$ cat src/rtl/div_pkg.sv
// div_pkg: divider widths, BCD digit counts, error nibble and result-stage FSM encoding.
package div_pkg;
    localparam int QW = 8;
    localparam int RW = 4;
    localparam int QD = 3;
    localparam int RD = 2;
    localparam logic [3:0] BCD_ERR_NIBBLE = 4'hF;
    typedef enum logic [1:0] {IDLE, SHIFT, ERRS, FIN} state_t;
endpackage

$ cat src/rtl/bcd_dabble_lane.sv
// bcd_dabble_lane: one double-dabble lane, a W-bit binary shifter feeding ND BCD nibbles.
module bcd_dabble_lane #(
    parameter int W  = 8,
    parameter int ND = 3
) (
    input  logic            clk_i,
    input  logic            rst_i,
    input  logic            load_i,
    input  logic            shift_i,
    input  logic [W-1:0]    bin_i,
    output logic [4*ND-1:0] bcd_o
);
    logic [4*ND-1:0] bcd_q, bcd_d, adj;
    logic [W-1:0]    bin_q, bin_d;
    for (genvar i = 0; i < ND; i++) begin : g_adj
        assign adj[4*i+:4] = bcd_q[4*i+:4] >= 4'd5 ? bcd_q[4*i+:4] + 4'd3 : bcd_q[4*i+:4];
    end
    always_comb begin
        bcd_d = bcd_q;
        bin_d = bin_q;
        if (load_i) begin
            bcd_d = '0;
            bin_d = bin_i;
        end else if (shift_i) begin
            {bcd_d, bin_d} = {adj, bin_q} << 1;
        end
    end
    always_ff @(posedge clk_i) begin
        if (rst_i) begin
            bcd_q <= '0;
            bin_q <= '0;
        end else begin
            bcd_q <= bcd_d;
            bin_q <= bin_d;
        end
    end
    assign bcd_o = bcd_q;
endmodule

$ cat src/rtl/div_result_bcd.sv
// div_result_bcd: captures divider quotient/remainder, converts both to BCD, flags divide-by-zero.
module div_result_bcd
    import div_pkg::*;
(
    input  logic            CLOCK,
    input  logic            RESET,
    input  logic            LOAD,
    input  logic [QW-1:0]   ANS,
    input  logic [RW-1:0]   ARE,
    input  logic            DZERO,
    output logic            BUSY,
    output logic            DONE,
    output logic [4*QD-1:0] QBCD,
    output logic [4*RD-1:0] RBCD,
    output logic            ERR
);
    localparam int CW = $clog2(QW + 1);
    state_t          state_q, state_d;
    logic [CW-1:0]   cnt_q, cnt_d;
    logic [4*QD-1:0] qbcd_q, qbcd_d, q_acc;
    logic [4*RD-1:0] rbcd_q, rbcd_d, r_acc;
    logic            err_q, err_d, done_q, done_d;
    logic            accept, start, shift;
    // DONE cycle is still busy, so a LOAD there is dropped
    assign accept = state_q == IDLE && !done_q && LOAD;
    assign start  = accept && !DZERO;
    assign shift  = state_q == SHIFT;
    bcd_dabble_lane #(.W(QW), .ND(QD)) u_qlane (
        .clk_i(CLOCK), .rst_i(RESET), .load_i(start), .shift_i(shift),
        .bin_i(ANS), .bcd_o(q_acc)
    );
    bcd_dabble_lane #(.W(QW), .ND(RD)) u_rlane (
        .clk_i(CLOCK), .rst_i(RESET), .load_i(start), .shift_i(shift),
        .bin_i({{(QW-RW){1'b0}}, ARE}), .bcd_o(r_acc)
    );
    always_comb begin
        state_d = state_q;
        cnt_d   = cnt_q;
        qbcd_d  = qbcd_q;
        rbcd_d  = rbcd_q;
        err_d   = err_q;
        done_d  = 1'b0;
        unique case (state_q)
            IDLE: if (accept) begin
                state_d = DZERO ? ERRS : SHIFT;
                cnt_d   = DZERO ? cnt_q : CW'(QW);
            end
            SHIFT: begin
                cnt_d   = cnt_q - 1'b1;
                state_d = cnt_q == CW'(1) ? FIN : SHIFT;
            end
            FIN: begin
                qbcd_d  = q_acc;
                rbcd_d  = r_acc;
                err_d   = 1'b0;
                done_d  = 1'b1;
                state_d = IDLE;
            end
            ERRS: begin
                qbcd_d  = {QD{BCD_ERR_NIBBLE}};
                rbcd_d  = {RD{BCD_ERR_NIBBLE}};
                err_d   = 1'b1;
                done_d  = 1'b1;
                state_d = IDLE;
            end
            default: state_d = IDLE;
        endcase
    end
    always_ff @(posedge CLOCK) begin
        if (RESET) begin
            state_q <= IDLE;
            cnt_q   <= '0;
            qbcd_q  <= '0;
            rbcd_q  <= '0;
            err_q   <= 1'b0;
            done_q  <= 1'b0;
        end else begin
            state_q <= state_d;
            cnt_q   <= cnt_d;
            qbcd_q  <= qbcd_d;
            rbcd_q  <= rbcd_d;
            err_q   <= err_d;
            done_q  <= done_d;
        end
    end
    assign BUSY = state_q != IDLE || done_q;
    assign DONE = done_q;
    assign QBCD = qbcd_q;
    assign RBCD = rbcd_q;
    assign ERR  = err_q;
endmodule

$ cat config.mk
export PLATFORM = sky130hd
export DESIGN_NAME = div_result_bcd
export DESIGN_NICKNAME = d
export VERILOG_FILES = /design/src/rtl/div_pkg.sv /design/src/rtl/bcd_dabble_lane.sv /design/src/rtl/div_result_bcd.sv
export SDC_FILE = /design/constraint.sdc
export NUM_CORES = 1
export LEC_CHECK = 0
export BUFFER_PORTS_ARGS = -buffer_cell sky130_fd_sc_hd__buf_2
export CAP_MARGIN = 20
export CORE_UTILIZATION = 50
export CTS_CLUSTER_SIZE = 20
export DETAILED_ROUTE_END_ITERATION = 6
export PLACE_DENSITY = 0.69
export SKIP_CTS_REPAIR_TIMING = 1
export SYNTH_ARGS = -nofsm -noshare
export SYNTH_HDL_FRONTEND = slang
export SYNTH_SLANG_ARGS = --single-unit
$ cat constraint.sdc
create_clock -name CLOCK -period 2.1 [get_ports CLOCK]
set_clock_uncertainty 0.2 [all_clocks]
set_input_delay 0.315 -clock CLOCK [delete_from_list [all_inputs] [get_ports CLOCK]]
set_output_delay 0.315 -clock CLOCK [all_outputs]
set_load 0.01 [all_outputs]
==> results_dict.tcl, run 1 <==
set metrics [dict create \
    grt_pass1_vias 2287 \
    cp.buffers_inverters 1 \
    critical_path_fanout_max 5 \
    hpwlAfterDp_mm 3.930 \
    synthToLayoutAreaGrowth_pct 11.72 \
    power.static_leakage_nw 1.246 \
    grt_pass1_wl_mm 10.38 \
    timing.final.ws_setup_ns 0.1876 \
    ant_nets 0 \
    worstPathCellList "inv_1 -> ha_1 -> nand2b_1 -> a2111oi_0 -> a41oi_1 -> a21oi_1" \
    grt_antenna_before_repair 0 \
    dr.first_iter.drc_count 162 \
    worst_path_max_delay_cell "sky130_fd_sc_hd__a2111oi_0" \
    die_boundary_width_um 79.06 \
    dr_total_vias 2494 \
    synth_area_um2 2969 \
    crit_path_start_kind "register" \
    final_core_area_utilization 0.5915 \
    rows 27 \
    overall_track_demand_over_capacity_in_global_routing 0.2141 \
    syn-instance-count 337 \
    place_congestion 0.7932 \
    critical-path-top-delay-family "compound AO/OA/AOI/OAI gates" \
    worst_slew_pin_slew_ns 0.5526 \
    arr_time_crit_path_ns 1.97 \
    share_of_layout_cells_above_drive_strength_1 0.2135 \
    finalNonFillerCells 442 \
    setup_cp_type "register to register" \
    clk-insertion-delay-late_ns 0.34 \
    synth-seq-cells 64 \
    power_per_cell_area_nw_per_um2 789.2 \
    tritoncts_num_sinks 64 \
    num-fill-cells 521 \
    clock-root-buffer "sky130_fd_sc_hd__clkbuf_8" \
    slew_headroom 0.6316 \
    maximum_number_of_pins_on_one_net_before_global_route_repair 31 \
    timing_hold_violations_final 0 \
    cts.path.max_buffers 2 \
    numCtsBuffers 9 \
    number_of_endpoints_failing_setup_at_the_final_stage 0 \
    drcViolationCount 0 \
    timing.critical_path.to_type "register" \
    timing.critical_path.required_ns 2.16 \
    peakVddDrop_mv 0.4212 \
    layout_worst_path_cycle_share 0.9107 \
    antenna-diode-count 0 \
    dieHeight_um 79.06 \
    placement.setup.worst_slack_ns 0.3166 \
    io_buffer_count 38 \
    grt-ovfl-total 0 \
    synth_cell_types 38 \
    detail_route.first_pass.iterations 4 \
    cap_violations 0 \
    placedCellCount 427 \
    status "finished clean" \
    nNetsFinal 395 \
    via_per_inst 5.643 \
    totalNegativeSetupSlack_ns 0 \
    synth_sequential_area_ratio 0.4315 \
    crit_path_max_incr_delay_ns 0.55 \
    drt_wl_cell_um 13.86 \
    floorplan.initialDensity 0.5295 \
    hold_ws_ns 0.01930 \
    clock_tree_from_tritoncts "yes" \
    ios 39 \
    dieArea_um2 6250 \
    synthesis_warnings 0 \
    synth_fp_nets 365 \
    timing.final.max_slew_violations 0 \
    max_freq_mhz 522.9 \
    clkTransAtPathRegs_ns 0.07 \
    post-route-min-period_ns 1.912 \
    totalWireLength_mm 6.126 \
    cts.htree.levels 3 \
    design.core.area_um2 5608 \
    rsz0062_at_grt "no" \
    synth.avg_cell_area_um2 8.810 \
    worst_hold_path_type "input pin to register" \
]
-- worst reg2reg max path, cell delays in order, from the launching register on --
cell	delay [ns]
sky130_fd_sc_hd__dfxtp_1	0.33
sky130_fd_sc_hd__inv_1	0.15
sky130_fd_sc_hd__ha_1	0.21
sky130_fd_sc_hd__nand2b_1	0.12
sky130_fd_sc_hd__a2111oi_0	0.55
sky130_fd_sc_hd__a41oi_1	0.12
sky130_fd_sc_hd__a21oi_1	0.15
-- stage by stage --
step / instance area [um^2] / power, mW
2_1_floorplan: 2969 / 1.623
3_3_place_gp: 3134 / 1.691
3_5_place_dp: 3134 / 1.701
4_1_cts: 3307 / 2.641
5_1_grt: 3317 / 2.750
6_report: 3317 / 2.618
-- layout by cell type (no fill, tap or decap), types with 7 or more instances in the layout --
cell type                  synthesis  final
sky130_fd_sc_hd__buf_4             7      9
sky130_fd_sc_hd__o22ai_1          13     13
sky130_fd_sc_hd__a311oi_1          9      9
sky130_fd_sc_hd__nand3_1           9      9
sky130_fd_sc_hd__dfxtp_1          64     64
sky130_fd_sc_hd__inv_1            17     17
sky130_fd_sc_hd__nor2_1           48     48
sky130_fd_sc_hd__buf_2             4     38
sky130_fd_sc_hd__a311oi_2          9      9
sky130_fd_sc_hd__o21ai_0           9      9
sky130_fd_sc_hd__clkbuf_8          0     12
sky130_fd_sc_hd__a211oi_1          7      7
sky130_fd_sc_hd__ha_1             12     12
sky130_fd_sc_hd__a21oi_1          26     26
sky130_fd_sc_hd__nand2_1          37     37
-- flip-flops by register name, indices dropped and copies added, names as in the netlist --
name	cells
u_qlane.bcd_o	12
u_rlane.bcd_o	8
QBCD	12
DONE	1
u_qlane.bin_q	8
RBCD	8
state_q	2
ERR	1
u_rlane.bin_q	8
cnt_q	4
-- power breakdown --
group          switching, mW  internal [mW]  total, mW
Clock                  0.427          0.513      0.940
Sequential            0.0512           1.28       1.33
Combinational          0.206          0.139      0.345
-- cell type report --
class	instances	area (um^2)	area share
Clock buffer	14	172.7	0.05206
Inverter	17	63.81	0.01924
Multi-Input combinational cell	227	1441	0.4346
Sequential cell	64	1281	0.3863
Tap cell	72	90.09	0.02716
Timing Repair Buffer	48	267.8	0.08072
-- cells in the mapped netlist --
library cell / instances / area, um^2
sky130_fd_sc_hd__xnor2_1: 1 / 8.760
sky130_fd_sc_hd__nor3_1: 2 / 10.01
sky130_fd_sc_hd__mux2_2: 3 / 33.78
sky130_fd_sc_hd__or3_1: 1 / 6.260
sky130_fd_sc_hd__a41oi_1: 5 / 43.79
sky130_fd_sc_hd__nor2b_1: 3 / 18.77
sky130_fd_sc_hd__a311oi_2: 9 / 135.1
sky130_fd_sc_hd__nor4_2: 1 / 12.51
sky130_fd_sc_hd__dfxtp_1: 64 / 1281
sky130_fd_sc_hd__ha_1: 12 / 150.1
sky130_fd_sc_hd__o22ai_1: 13 / 81.33
sky130_fd_sc_hd__a2111oi_0: 5 / 43.79
sky130_fd_sc_hd__inv_1: 17 / 63.81
sky130_fd_sc_hd__nand2b_2: 1 / 8.760
sky130_fd_sc_hd__a211oi_2: 2 / 25.02
sky130_fd_sc_hd__buf_2: 4 / 20.02
sky130_fd_sc_hd__a32oi_1: 1 / 8.760
sky130_fd_sc_hd__xor2_1: 1 / 8.760
sky130_fd_sc_hd__nand2b_1: 6 / 37.54
sky130_fd_sc_hd__nor3_2: 1 / 10.01
sky130_fd_sc_hd__nor2_1: 48 / 180.2
sky130_fd_sc_hd__nand3_1: 9 / 45.04
sky130_fd_sc_hd__nand2b_4: 1 / 13.76
sky130_fd_sc_hd__o21a_1: 1 / 7.510
sky130_fd_sc_hd__buf_1: 1 / 3.750
sky130_fd_sc_hd__and3_1: 2 / 12.51
sky130_fd_sc_hd__a311oi_1: 9 / 78.83
sky130_fd_sc_hd__a22oi_1: 1 / 7.510
sky130_fd_sc_hd__a31oi_1: 6 / 37.54
sky130_fd_sc_hd__o21ai_0: 9 / 45.04
sky130_fd_sc_hd__a211oi_1: 7 / 52.55
sky130_fd_sc_hd__nand2_1: 37 / 138.9
sky130_fd_sc_hd__nor4b_4: 1 / 23.77
sky130_fd_sc_hd__buf_6: 6 / 67.56
sky130_fd_sc_hd__clkbuf_1: 11 / 41.29
sky130_fd_sc_hd__nor3b_1: 3 / 22.52
sky130_fd_sc_hd__a21oi_1: 26 / 130.1
sky130_fd_sc_hd__buf_4: 7 / 52.55
-- cell families (layout without fill, tap and decap cells) --
kind of cell               Yosys count  count (layout)  share of synthesized area
AOI/OAI and AO/OA                   94              94                     0.2347
xor gates and xnor gates             2               2                   0.005901
adders and majority gates           12              12                    0.05057
buffers and inverters               46              79                    0.08386
DFF                                 64              64                     0.4315
muxes                                3               3                    0.01138
and+or+nand+nor                    116             116                     0.1820
-- path summary, 6_finish.rpt --
kind | startpoint | end | slack (ns) | depth (start not counted)
worst min register to register | u_rlane.bin_q[7]$_SDFFE_PP0P_ | u_rlane.bcd_o[0]$_SDFFE_PP0P_ | 0.25 | 2
worst max-delay path | u_qlane.bcd_o[4]$_SDFFE_PP0P_ | u_qlane.bcd_o[5]$_SDFFE_PP0P_ | 0.19 | 6
worst min-delay path | ARE[0] | u_rlane.bin_q[0]$_SDFFE_PP0P_ | 0.02 | 3
worst max register to register | u_qlane.bcd_o[4]$_SDFFE_PP0P_ | u_qlane.bcd_o[5]$_SDFFE_PP0P_ | 0.19 | 6
-- layer usage --
layer | vias up | track usage | part of all wire
met1 | 1181 | 0.2471 | 0.48
met5 | - | 0 | 0
met2 | 55 | 0.3569 | 0.46
met4 | 0 | 0.1018 | 0.014
met3 | 8 | 0.06897 | 0.046
li1 | 1250 | - | -
Note: power is estimated with default switching activity, not from simulation.
==> inputs of run 2 (changes only) <==
CORE_UTILIZATION = 31   (was 50)
PLACE_DENSITY = 0.46   (was 0.69)
==> run 2 against run 1 <==
Against the previous run:
- fmax rose by 3.8%
- worst hold slack got worse by 0.014 ns
- sequential power barely moved
- combinational power rose by 2%
- first-iteration DRC count fell by 53%
- global-route usage fell by 7.5 points
- via count fell by 2.1%
- critical path depth did not move
- power rose by 2.9%
- critical path type unchanged
- critical endpoint is now u_qlane.bcd_o[2]$_SDFFE_PP0P_
- highest routed layer unchanged
==> results_dict.tcl, run 2 (same netlist as run 1, synthesis figures left out) <==
set metrics [dict create \
    detail_route.first_pass.iterations 4 \
    numCtsBuffers 9 \
    synthToLayoutAreaGrowth_pct 15.13 \
    worst_slew_pin_slew_ns 0.3946 \
    io_buffer_count 38 \
    setup_cp_type "register to register" \
    peakVddDrop_mv 0.2295 \
    totalNegativeSetupSlack_ns 0 \
    ant_nets 0 \
    dr_total_vias 2442 \
    via_per_inst 4.865 \
    layout_common_cells "sky130_fd_sc_hd__dfxtp_1, sky130_fd_sc_hd__nor2_1, sky130_fd_sc_hd__buf_2" \
    cts.path.max_buffers 2 \
    dr.first_iter.drc_count 76 \
    grt_pass1_wl_mm 10.96 \
    p_int_mw 1.971 \
    tritoncts_num_sinks 64 \
    p_sw_mw 0.7234 \
    power.static_leakage_nw 1.260 \
    portion_of_total_power_attributed_to_sequential_cells 0.495 \
    grt_pass1_vias 2246 \
    slew_headroom 0.7301 \
    number_of_endpoints_failing_setup_at_the_final_stage 0 \
    ios 39 \
    dieHeight_um 99.87 \
    design.core.area_um2 9240 \
    arr_time_crit_path_ns 1.90 \
    timing.final.max_slew_violations 0 \
    clock_tree_from_tritoncts "yes" \
    timing.final.ws_setup_ns 0.2584 \
    max_freq_mhz 543.0 \
    overall_track_demand_over_capacity_in_global_routing 0.1395 \
    cap_violations 0 \
    clk-insertion-delay-late_ns 0.34 \
    rows 35 \
    hpwlAfterDp_mm 4.215 \
    clock-root-buffer "sky130_fd_sc_hd__clkbuf_8" \
    grt-ovfl-total 0 \
    p_sw_frac 0.2685 \
    dieArea_um2 9973 \
    power_frac_clock 0.375 \
    rsz0062_at_grt "no" \
    place_congestion 0.7302 \
    status "finished clean" \
    die_boundary_width_um 99.87 \
    combinationalPowerShare 0.130 \
    placement.setup.worst_slack_ns 0.2943 \
    layout_worst_path_cycle_share 0.8770 \
    floorplan.initialDensity 0.3213 \
    cts.htree.levels 3 \
    drt_wl_cell_um 12.85 \
    critical_path_fanout_max 5 \
    grt_antenna_before_repair 0 \
    clkTransAtPathRegs_ns 0.07 \
    power_per_cell_area_nw_per_um2 788.1 \
    maximum_number_of_pins_on_one_net_before_global_route_repair 32 \
    totalWireLength_mm 6.452 \
    post-route-min-period_ns 1.842 \
    timing_hold_violations_final 0 \
    timing.critical_path.to_type "register" \
    layout_commonest_cell "sky130_fd_sc_hd__dfxtp_1" \
    share_of_layout_cells_above_drive_strength_1 0.2198 \
    timing.critical_path.required_ns 2.16 \
    crit_path_start_kind "register" \
    drcViolationCount 0 \
    worst_hold_path_type "input pin to register" \
    antenna-diode-count 0 \
    nNetsFinal 396 \
]
run 2: final cells by class:
| type | count | area [um^2] |
|---|---|---|
| clock buffer | 12 | 135.1 |
| sequential | 64 | 1281 |
| fill | 953 | 5822 |
| inverter | 17 | 63.81 |
| multi-input combinational | 227 | 1446 |
| timing repair buffer | 49 | 285.3 |
| tap | 129 | 161.4 |
| clock inverter | 4 | 45.04 |
run 2: worst max-delay path, stage by stage (launching register included):
cell and delay, ns:
sky130_fd_sc_hd__dfxtp_1 0.36, sky130_fd_sc_hd__inv_1 0.13, sky130_fd_sc_hd__ha_1 0.22, sky130_fd_sc_hd__nand2b_1 0.12
sky130_fd_sc_hd__a21oi_1 0.18, sky130_fd_sc_hd__mux2_2 0.36, sky130_fd_sc_hd__a211oi_2 0.20
run 2: final timing paths:
kind | startpoint | end | slack [ns] | depth (start not counted)
max reg2reg | u_qlane.bcd_o[0]$_SDFFE_PP0P_ | u_qlane.bcd_o[2]$_SDFFE_PP0P_ | 0.26 | 6
max | u_qlane.bcd_o[0]$_SDFFE_PP0P_ | u_qlane.bcd_o[2]$_SDFFE_PP0P_ | 0.26 | 6
min reg2reg | u_qlane.bin_q[7]$_SDFFE_PP0P_ | u_qlane.bcd_o[0]$_SDFFE_PP0P_ | 0.24 | 2
min | ANS[0] | u_qlane.bin_q[0]$_SDFFE_PP0P_ | 0.005 | 3
run 2: stage by stage:
stage	hold WS, ns	cell area [um^2]	power, mW	util	std cells
2_1_floorplan	0.2295	2969	1.623	-	337
3_3_place_gp	0.2365	3238	1.712	0.3504	486
3_5_place_dp	0.2439	3238	1.716	0.3504	486
4_1_cts	-0.0006022	3418	2.730	0.3699	502
5_1_grt	0.01776	3418	2.843	0.3699	502
6_report	0.005170	3418	2.694	0.3699	502
run 2: power by group through the flow:
stage               Combinational, mW  Sequential (mW)  Clock (mW)
floorplan                       0.266             1.36           0
global placement                0.353             1.36           0
detailed placement              0.355             1.36           0
CTS                             0.357             1.33        1.04
global route                    0.396             1.34        1.10
finish                          0.351             1.33        1.01
run 2: per-layer routing:
| metal | up-vias | GRT usage | share of wire |
|---|---|---|---|
| met5 | - | 0 | 0 |
| met3 | 8 | 0.03412 | 0.038 |
| met4 | 0 | 0.06109 | 0.016 |
| li1 | 1255 | - | - |
| met1 | 1135 | 0.1817 | 0.49 |
| met2 | 44 | 0.2191 | 0.45 |
